==> src/rtl/cdc_pkg.sv <==
// Shared types and limits for the req/ack clock-domain-crossing link.
package cdc_pkg;

  typedef enum logic [1:0] {
    StIdle,
    StWaitHi,
    StWaitLo
  } hs_state_e;

  localparam int unsigned SYNC_MIN = 2;
  localparam int unsigned SYNC_MAX = 4;

  // Watchdog counter width; a disabled watchdog still gets one (unused) bit.
  function automatic int unsigned cnt_width(input int unsigned timeout_cyc);
    return (timeout_cyc == 0) ? 1 : $clog2(timeout_cyc + 1);
  endfunction

endpackage

==> src/rtl/cdc_sync_bit.sv <==
// Multi-flop single-bit synchronizer with synchronous reset to 0.
module cdc_sync_bit #(
  parameter int unsigned STAGES = 2
) (
  input  logic clk,
  input  logic rst_n,
  input  logic d,
  output logic q
);

  (* ASYNC_REG = "TRUE" *) logic [STAGES-1:0] sync_q;

  always_ff @(posedge clk) begin
    if (!rst_n) begin
      sync_q <= '0;
    end else begin
      sync_q <= {sync_q[STAGES-2:0], d};
    end
  end

  assign q = sync_q[STAGES-1];

endmodule

==> src/rtl/cdc_hs_src.sv <==
// Source end of a four-phase req/ack CDC link with a per-edge watchdog.
module cdc_hs_src
  import cdc_pkg::*;
#(
  parameter int unsigned DATA_W      = 32,
  parameter int unsigned SYNC_STAGES = 2,
  parameter int unsigned TIMEOUT_CYC = 1024
) (
  input  logic              clk,
  input  logic              rst_n,
  input  logic              s_valid,
  output logic              s_ready,
  input  logic [DATA_W-1:0] s_data,
  output logic              xfer_req,
  output logic [DATA_W-1:0] xfer_data,
  input  logic              xfer_ack,
  output logic              busy,
  output logic              err_timeout,
  input  logic              err_clr
);

  localparam int unsigned CntW = cnt_width(TIMEOUT_CYC);
  localparam logic [CntW-1:0] CntMax = CntW'(TIMEOUT_CYC);
  localparam bit WdEn = (TIMEOUT_CYC != 0);

  if (SYNC_STAGES < SYNC_MIN || SYNC_STAGES > SYNC_MAX) begin : gen_sync_check
    $error("cdc_hs_src: SYNC_STAGES out of range 2..4");
  end

  hs_state_e         state_q, state_d;
  logic              req_q, req_d;
  logic [DATA_W-1:0] data_q, data_d;
  logic [CntW-1:0]   cnt_q, cnt_d;
  logic [CntW-1:0]   cnt_inc;
  logic              err_q, err_d;
  logic              err_set;
  logic              expire;
  logic              ack_s;

  cdc_sync_bit #(
    .STAGES(SYNC_STAGES)
  ) u_ack_sync (
    .clk  (clk),
    .rst_n(rst_n),
    .d    (xfer_ack),
    .q    (ack_s)
  );

  // Saturating increment; expiry is when the incremented count hits the limit.
  assign cnt_inc = (cnt_q == CntMax) ? cnt_q : cnt_q + CntW'(1);
  assign expire  = WdEn && (cnt_inc == CntMax);

  always_comb begin
    state_d = state_q;
    req_d   = req_q;
    data_d  = data_q;
    cnt_d   = cnt_q;
    err_set = 1'b0;
    unique case (state_q)
      StIdle: begin
        if (s_valid) begin
          data_d  = s_data;
          req_d   = 1'b1;
          cnt_d   = '0;
          state_d = StWaitHi;
        end
      end
      StWaitHi: begin
        if (ack_s) begin
          req_d   = 1'b0;
          cnt_d   = '0;
          state_d = StWaitLo;
        end else if (expire) begin
          req_d   = 1'b0;
          cnt_d   = cnt_inc;
          err_set = 1'b1;
          state_d = StIdle;
        end else begin
          cnt_d = cnt_inc;
        end
      end
      StWaitLo: begin
        if (!ack_s) begin
          state_d = StIdle;
        end else if (expire) begin
          req_d   = 1'b0;
          cnt_d   = cnt_inc;
          err_set = 1'b1;
          state_d = StIdle;
        end else begin
          cnt_d = cnt_inc;
        end
      end
      default: begin
        req_d   = 1'b0;
        state_d = StIdle;
      end
    endcase
    // Set has priority over clear.
    err_d = err_set | (err_q & ~err_clr);
  end

  always_ff @(posedge clk) begin
    if (!rst_n) begin
      state_q <= StIdle;
      req_q   <= 1'b0;
      data_q  <= '0;
      cnt_q   <= '0;
      err_q   <= 1'b0;
    end else begin
      state_q <= state_d;
      req_q   <= req_d;
      data_q  <= data_d;
      cnt_q   <= cnt_d;
      err_q   <= err_d;
    end
  end

  assign s_ready     = (state_q == StIdle);
  assign busy        = (state_q != StIdle);
  assign xfer_req    = req_q;
  assign xfer_data   = data_q;
  assign err_timeout = err_q;

endmodule

==> config.mk <==
export PLATFORM = sky130hd
export DESIGN_NAME = cdc_hs_src
export DESIGN_NICKNAME = d
export VERILOG_FILES = /design/src/rtl/cdc_pkg.sv /design/src/rtl/cdc_sync_bit.sv /design/src/rtl/cdc_hs_src.sv
export SDC_FILE = /design/constraint.sdc
export NUM_CORES = 1
export LEC_CHECK = 0
export ABC_AREA = 1
export CORE_ASPECT_RATIO = 0.75
export CORE_MARGIN = 2
export CORE_UTILIZATION = 41
export DETAILED_ROUTE_END_ITERATION = 16
export PLACE_DENSITY = 0.73
export SYNTH_ARGS = -nofsm -noshare
export SYNTH_HDL_FRONTEND = slang
export SYNTH_SLANG_ARGS = --single-unit
==> constraint.sdc <==
create_clock -name clk -period 1.68 [get_ports clk]
set_clock_uncertainty 0.1 [all_clocks]
set_input_delay 0.336 -clock clk [delete_from_list [all_inputs] [get_ports clk]]
set_output_delay 0.336 -clock clk [all_outputs]
set_load 0.1 [all_outputs]
; ---- Word-level counts from Yosys, hierarchy flattened
; Cells that the tools add are included.
[totals]
output_inout_bits = 36
n_memories = 0
mem_bits_rw = 0
ff_bits = 49
latch_bits = 0
rom_bits = 0
elab_cells = 41
inputBits = 37
[op_classes]
shift = 0
muxes = 19
n_addsub = 1
eq_ne = 6
reduce_logical = 6
bitwise_logic = 3
magnitude_cmp = 0
n_div = 0
n_mul = 0
[ops]
columns = operator, count
row1 = 11-bit 2-to-1 mux, 4
row2 = 11-bit case mux with 3 select lines, 1
row3 = 11-bit == test (second input constant), 2
row4 = 11-bit by 1-bit adder with 11-bit output (second input constant), 1
row5 = 2-bit 2-to-1 mux, 4
row6 = 1-bit 2-to-1 mux, 7
row7 = 2-bit case mux with 3 select lines, 1
row8 = 2-bit AND reduction, 2
row9 = 1-bit case mux with 3 select lines, 1
row10 = 3-bit AND reduction, 1
row11 = 3-bit nonzero test, 1
row12 = 2-bit by 1-bit == test with 1-bit output (second input constant), 1
row13 = 2-bit == test (second input constant), 1
row14 = 2-bit logical NOT, 1
row15 = 2-bit by 1-bit inequality test with 1-bit output (second input constant), 1
row16 = 2-bit inequality test (second input constant), 1
row17 = 1-bit case mux with 2 select lines, 1
row18 = 2-bit nonzero test, 1
row19 = 1-bit AND, 1
row20 = 1-bit inverter, 1
row21 = 1-bit OR, 1

; ---- Depth between registers and ports, before layout
[depth]
ltp_word = 7
mapped_depth = 13
ltp_nobuf = 13

; ---- Modules after synthesis
; From an unflattened synthesis, not the netlist that was laid out.
[hier_totals]
cells_unflattened = 322
hier_area_um2 = 2240.9
[by_module_without_submodules]
columns = module, instances, seq_area_each_um2, cells_each, area_each_um2
row1 = cdc_hs_src, 1, 940.9, 316, 2185.8
row2 = cdc_sync_bit, 1, 40.0, 6, 55.1

; ---- Least setup slack after synthesis
; No wires, ideal clock.
[synth_path]
path_type = reg2reg
from = reg state_q[0]
to = reg cnt_q[0]
path_stages_with_launch = 12
path_slack_ns = -1.209
required_time_ns = 1.509
n_path_buf = 1
arrival_time_ns = 2.718
synth_period_minus_slack_ns = 2.889
setup_ns = 0.071
path_cell_list = dfxtp_1 -> inv_1 -> ha_1 -> inv_2 -> nor2_1 -> nor2_1 -> inv_2 -> nor2_1 -> inv_2 -> clkbuf_1 -> nand2_1 -> a21oi_1
[synth_between]
elab_chain_cells = 3
word_cells_on_any_way = 8
classes_between = 4 x eq/ne / 1 x mux / 3 x reduce/logical
[synth_lines]
columns = element, line_no
row1 = start: declaration, cdc_hs_src.sv:30  ; hs_state_e state_q, state_d;
row2 = start signal: assignment, cdc_hs_src.sv:105  ; state_q <= StIdle;
row3 = start signal: assignment, cdc_hs_src.sv:111  ; state_q <= state_d;
row4 = 2-bit logical NOT *, --
row5 = net s_ready, cdc_hs_src.sv:12  ; output logic s_ready,
row6 = 2-bit inequality test (no source line) or 3-bit nonzero test (tied branches), --
row7 = 3-bit AND reduction (no source line), --
row8 = end signal: assignment, cdc_hs_src.sv:114  ; cnt_q <= cnt_d;
row9 = end: declaration, cdc_hs_src.sv:33  ; logic [CntW-1:0] cnt_q, cnt_d;
; Mark *: on every way through the listed nets, which the timed path passes. The rest lies on a longest branch.
; A chain may end at the register's enable or synchronous reset.

; ---- Final worst setup path
[layout_path]
from = reg cnt_q[1]
to = reg state_q[0]
[layout_between]
elab_chain_cells = 6
word_cells_on_any_way = 8
classes_between = 1 x add/sub / 2 x eq/ne / 5 x mux
[layout_lines]
columns = element, line_no
row1 = 11-bit by 1-bit adder with 11-bit output or 11-bit == test (tied branches), cdc_hs_src.sv:50  ; assign cnt_inc = (cnt_q == CntMax) ? cnt_q : cnt_q + CntW'(1);
row2 = 11-bit 2-to-1 mux *, cdc_hs_src.sv:50
row3 = 11-bit == test *, cdc_hs_src.sv:51  ; assign expire = WdEn && (cnt_inc == CntMax);
row4 = 2-bit 2-to-1 mux *, --
row5 = 2-bit 2-to-1 mux (on tied branches), --
row6 = 2-bit case mux with 3 select lines *, --
; Every way passes the cells marked *; elsewhere a longest branch is shown, timed or not.

==> results.ini <==
[floorplanning]
dieHeight_um = 68.28
initial_utilization_pct = 42.42
ioPinCount = 73
coreArea_mm2 = 0.005324
fp.dieW_um = 89.70
rows = 23
dieArea_mm2 = 0.006124

[routing]
drt_iter0_drc = 65
postRouteWirelength_mm = 6.683
drt_first_pass_iters = 4
vias_per_cell = 4.782
vias = 2410
wire_per_inst_um = 13.26
drc = 0
drtAntennaViolNets = 0

[synthesis]
netlist_area_mm2 = 0.002258
synth_seq_cells = 49
ys_async_sr_fraction_pct = 0
ys.flop_type = dfxtp_1
synthCells = 321
syn_nets = 364
synth-edff-count = 0
yosysSeqAreaShare_pct = 43.43
synth.avg_cell_area_um2 = 7.036
yosysWarningCount = 0
synth_cell_types = 25

[sta]
fin_crit_ns = 1.899
hold_viol_final = 0
setup_ws_ns = -0.2192
slew_headroom_pct = 61.58
setup_viol = 5
setup_tns_ns = -0.8396
fmax_mhz = 526.5
worst_pin_slew_ns = 0.5756
slew_viol_final = 0
rsz0062_at_grt = true
finalCritPeriodShare_pct = 113.0

[power_and_ir_drop]
power.total_uw = 3441
cellPowerDensity_mw_per_mm2 = 857.1
p_sw_share_pct = 39.16
pwr-share-comb_pct = 39.3
power.internal_uw = 2094
switchingPower_uw = 1348
clkPwrFrac_pct = 22.3
vdd_ir_drop_max_v = 0.0008559
p_leak_uw = 0.001731
p_seq_share_pct = 38.4

[placement]
place_congestion = 0.9025
io_buffers = 72
postPlaceCellArea_mm2 = 0.003662
dp_hpwl_mm = 4.732

[final_layout]
fin_area_mm2 = 0.004015
areaGrowthSynthToFinish_pct = 77.78
mostFrequentLayoutCells = nor2_1 (76), nand2_1 (49), dfxtp_1 (40)
final_net_count = 471
layout-drive-gt1-share_pct = 31.93
layout_commonest_cell = nor2_1
fin_util_pct = 75.42
antenna-diode-count = 0

[global_routing]
grt_pass1_wl_mm = 10.20
grtUsageTotal_pct = 21.07
grt_max_degree = 33
overflow = 0
antenna_found_initial = 0
grt_pass1_vias = 2273

[clocking]
clock_sinks = 49
cts_buffers = 5
clockRootBuffer = clkbuf_8
clkLatencyLatePin_ns = 0.31
cts_tree = built
cts.path.max_buffers = 2
clkTransAtPathRegs_ns = 0.10
ctsHoldBuffers = 0
h-tree-depth = 2

[outcome]
status = finished, violations left
violations = setup timing

[setup_path]
cpMostUsedCell = nand2_1
cp.required_ns = 1.75
path_cells = buf_6 -> nand3_4 -> nor2_4 -> nand4_1 -> nand2_1 -> nand2_1 -> nor2_1 -> nand3_2 -> nand2_1 -> nand2_1 -> nand2_1 -> a21oi_1
critical_path_class = reg2reg
cp.arrival_ns = 1.96
worst-path-max-fanout = 4
cp_slowest_stage_delay_ns = 0.40
crit_path_start_kind = register
endpoint_kind = register
cpMaxStageDelayCell = dfxtp_4

[flow_run]
max-cap-violations = 0

[min_path]
hold_class = reg2reg

==> cells in the mapped netlist (2+ instances only) <==
cell,count,share of area [%]
nor2_2,2,0.55
nand3_1,10,2.2
dfxtp_1,49,43
o21ai_0,33,7.3
nand2_1,55,9.1
nor2_1,82,14
ha_1,6,3.3
xor2_1,4,1.6
inv_1,27,4.5
nand4_1,4,1.1
nor3_1,3,0.66
inv_2,5,0.83
a21oi_1,17,3.8
nand3_2,3,1.3
clkbuf_1,11,1.8
==> stage by stage <==
stage	hold WS, ns	cells	setup slack [ns]
global placement	0.2983	483	-0.2092
global route	0.3778	504	-0.3235
CTS	0.3391	498	-0.1098
detailed placement	0.3107	483	-0.2508
finish	0.3374	504	-0.2192
floorplan	0.2905	321	-0.1664
==> state kept, by name, summed over array words and instances, names as in the netlist <==
register / count
cnt_q: 11
state_q: 2
u_ack_sync.sync_q: 2
xfer_req: 1
err_timeout: 1
xfer_data: 32
==> kinds of logic (layout without fill, tap and decap cells) <==
kind of cell / count (synthesis) / count (layout) / synth area share, %
xor+xnor: 5 / 5 / 2.272
compound gates: 53 / 53 / 12.52
flops: 49 / 49 / 43.43
simple gates: 163 / 163 / 30.75
fa+ha+maj: 6 / 6 / 3.324
buf+inv: 45 / 153 / 7.701
==> metal layers <==
layer	track usage [%]	part of all wire [%]	wire length (µm)
met3	11.56	11	739
met2	35.70	48	3184
met1	23.59	40	2681
met5	0	0	0
met4	5.577	1.2	77
==> critical path: cells and delay by family (launching register included) <==
kind | cells | cell delay [ns]
DFF | 1 | 0.40
buffers and inverters | 1 | 0.11
AOI/OAI and AO/OA | 1 | 0.07
and+or+nand+nor | 10 | 1.08
==> area by class of cell <==
type / instances / area, µm²
Timing Repair Buffer: 113 / 1440
Fill cell: 382 / 1309
Multi-Input combinational cell: 227 / 1241
Sequential cell: 49 / 999.7
Inverter: 32 / 140.1
Tap cell: 75 / 93.84
Clock buffer: 6 / 82.58
Clock inverter: 2 / 17.52
==> power by group through the flow <==
stage / logic [µW] / registers [µW] / clock network [µW]
6_report: 1350 / 1320 / 768
5_1_grt: 1410 / 1330 / 835
4_1_cts: 1320 / 1320 / 785
3_5_place_dp: 1310 / 1350 / 0
3_3_place_gp: 1300 / 1350 / 0
2_1_floorplan: 268 / 1850 / 0
==> worst paths after layout <==
kind | from | to | slack (ns) | depth (start not counted)
max reg2reg | cnt_q[1]$_SDFFE_PN0P_ | state_q[0]$_SDFFE_PN0P_ | -0.22 | 12
min | u_ack_sync.sync_q[0]$_SDFF_PN0_ | u_ack_sync.sync_q[1]$_SDFF_PN0_ | 0.34 | 2
min reg2reg | u_ack_sync.sync_q[0]$_SDFF_PN0_ | u_ack_sync.sync_q[1]$_SDFF_PN0_ | 0.34 | 2
max | cnt_q[1]$_SDFFE_PN0P_ | state_q[0]$_SDFFE_PN0P_ | -0.22 | 12
==> what timing repair did <==
item                       4_1_cts  5_1_grt
setup endpoints to repair       15       15
pin swaps                       13       22
setup buffers                    6        7
resized for setup               15       34
cloned                           1        0
No activity file was read; power rests on OpenSTA's default activity.
==> RTL change: new RTL, config.mk and constraints unchanged <==
`SYNC_STAGES`: 2 -> 4.
--- a/src/rtl/cdc_hs_src.sv
+++ b/src/rtl/cdc_hs_src.sv
@@ -5,3 +5,3 @@
   parameter int unsigned DATA_W      = 32,
-  parameter int unsigned SYNC_STAGES = 2,
+  parameter int unsigned SYNC_STAGES = 4,
   parameter int unsigned TIMEOUT_CYC = 1024
Behaviour: not the same (a bounded check fails within 4 cycles, from zero or initial values and one cycle with rst_n low).
==> RTL change against the original RTL <==
- the flow still finishes with violations (negative setup slack)
- setup slack better by 160 ps
- synthesized area is 1.8% higher
- sequential cell count is 2 higher
- total power is 0.66% higher
- routed wire length is 5.6% higher
- sequential power is 4% higher
- design area is 4.0% higher
- sequential share of layout area hardly changed
- critical endpoint is now state_q[1]$_SDFFE_PN0P_
==> RTL change: results (changes against the original RTL) <==
metric;value;unit;change
drt_iter0_markers;110;;was 65
worst_slew_pin_slew;587;ps;was 576 ps
vias;2451;;was 2410
place_area;3760;µm²;was 3660 µm²
post_cts_resized;32;;was 15
switching_share;37.6;%;was 39.2%
clockRootBuffer;clkbuf_8;;unchanged
crit_path_max_incr_delay;390;ps;
status;finished with violations;;unchanged
tns;-251;ps;was -840 ps
finalNetCount;484;;was 471
grt_pass1_vias;2302;;was 2273
synth_warnings;0;;unchanged
p_seq;1.37;mW;was 1.32 mW
antenna_cells;0;;unchanged
critical_path.endpoint_type;flip-flop;;unchanged
crit_family;simple AND/OR/NAND/NOR gates;;unchanged
min_to;u_ack_sync.sync_q[3]$_SDFF_PN0_;;was u_ack_sync.sync_q[1]$_SDFF_PN0_
dp.cells;496;;was 483
synthesis.nets;372;;was 364
grt_max_degree;33;;unchanged
dp_hpwl;5.10;mm;was 4.73 mm
slowest_stage;dfxtp_4;;unchanged
cts_max_level;2;;unchanged
endpoint;state_q[1]$_SDFFE_PN0P_;;was state_q[0]$_SDFFE_PN0P_
leakage;1.77;nW;was 1.73 nW
cts_buffer_depth;2;;unchanged
syn_area_per_cell;6.99;µm²;was 7.04 µm²
drive_gt1_share;35.1;%;was 31.9%
arrival;1820;ps;was 1960 ps
drtPass1Iterations;4;;unchanged
place.gp.congestion;0.919;;was 0.903
ys_seq_area_share;44.4;%;was 43.4%
p_comb;1.32;mW;
p_per_area;830;nW/µm²;was 857 nW/µm²
netlist_top_cells_count;nor2_1, nand2_1, dfxtp_1;;unchanged
holdPathStages;2;;unchanged
ys.flop_type;dfxtp_1;;unchanged
ir_drop;0.742;mV;was 0.856 mV
synth.area.top_cells;dfxtp_1, nor2_1, nand2_1;;unchanged
avgRoutedWirePerCell;13.7;µm;was 13.3 µm
worst_slack;-61.4;ps;was -219 ps
holdWs;323;ps;was 337 ps
fin_cells;517;;was 504
grt_pass1_wl;10.8;mm;was 10.2 mm
pre_cts_slack;-305;ps;was -251 ps
setup_viol;7;;was 5
ff2ff_path_depth;11;;was 12
cp_max_fo;5;;was 4
critPathLaunch;cnt_q[0]$_SDFFE_PN0P_;;was cnt_q[1]$_SDFFE_PN0P_
violations;negative setup slack;;unchanged
hold_start;u_ack_sync.sync_q[2]$_SDFF_PN0_;;was u_ack_sync.sync_q[0]$_SDFF_PN0_
grt.total_usage;21.8;%;was 21.1%
## RTL change: final cells by class
class | count | area, µm²
Sequential cell | 51 | 1040
Multi-Input combinational cell | 236 | 1350
Timing Repair Buffer | 117 | 1450
Clock buffer | 7 | 96.3
Inverter | 29 | 129
Timing Repair inverter | 1 | 7.51
Tap cell | 75 | 93.8
Fill cell | 384 | 1210
Clock inverter | 1 | 7.51
## RTL change: kinds of logic (layout without fill, tap and decap cells)
family | Yosys count | count (layout) | synth area share [%]
adders and majority gates | 6 | 6 | 3.26
xor gates and xnor gates | 3 | 3 | 1.14
and+or+nand+nor | 173 | 173 | 31.8
DFF | 51 | 51 | 44.4
buffers and inverters | 42 | 155 | 6.96
AOI/OAI and AO/OA | 54 | 54 | 12.4
## RTL change: routing by layer
metal	vias to the layer above	wire (µm)	GRT usage, %
met5	-	0	0
met4	0	48	3.08
met3	5	520	7.72
met2	56	3480	37.1
met1	1132	3010	27.7
li1	1258	-	-
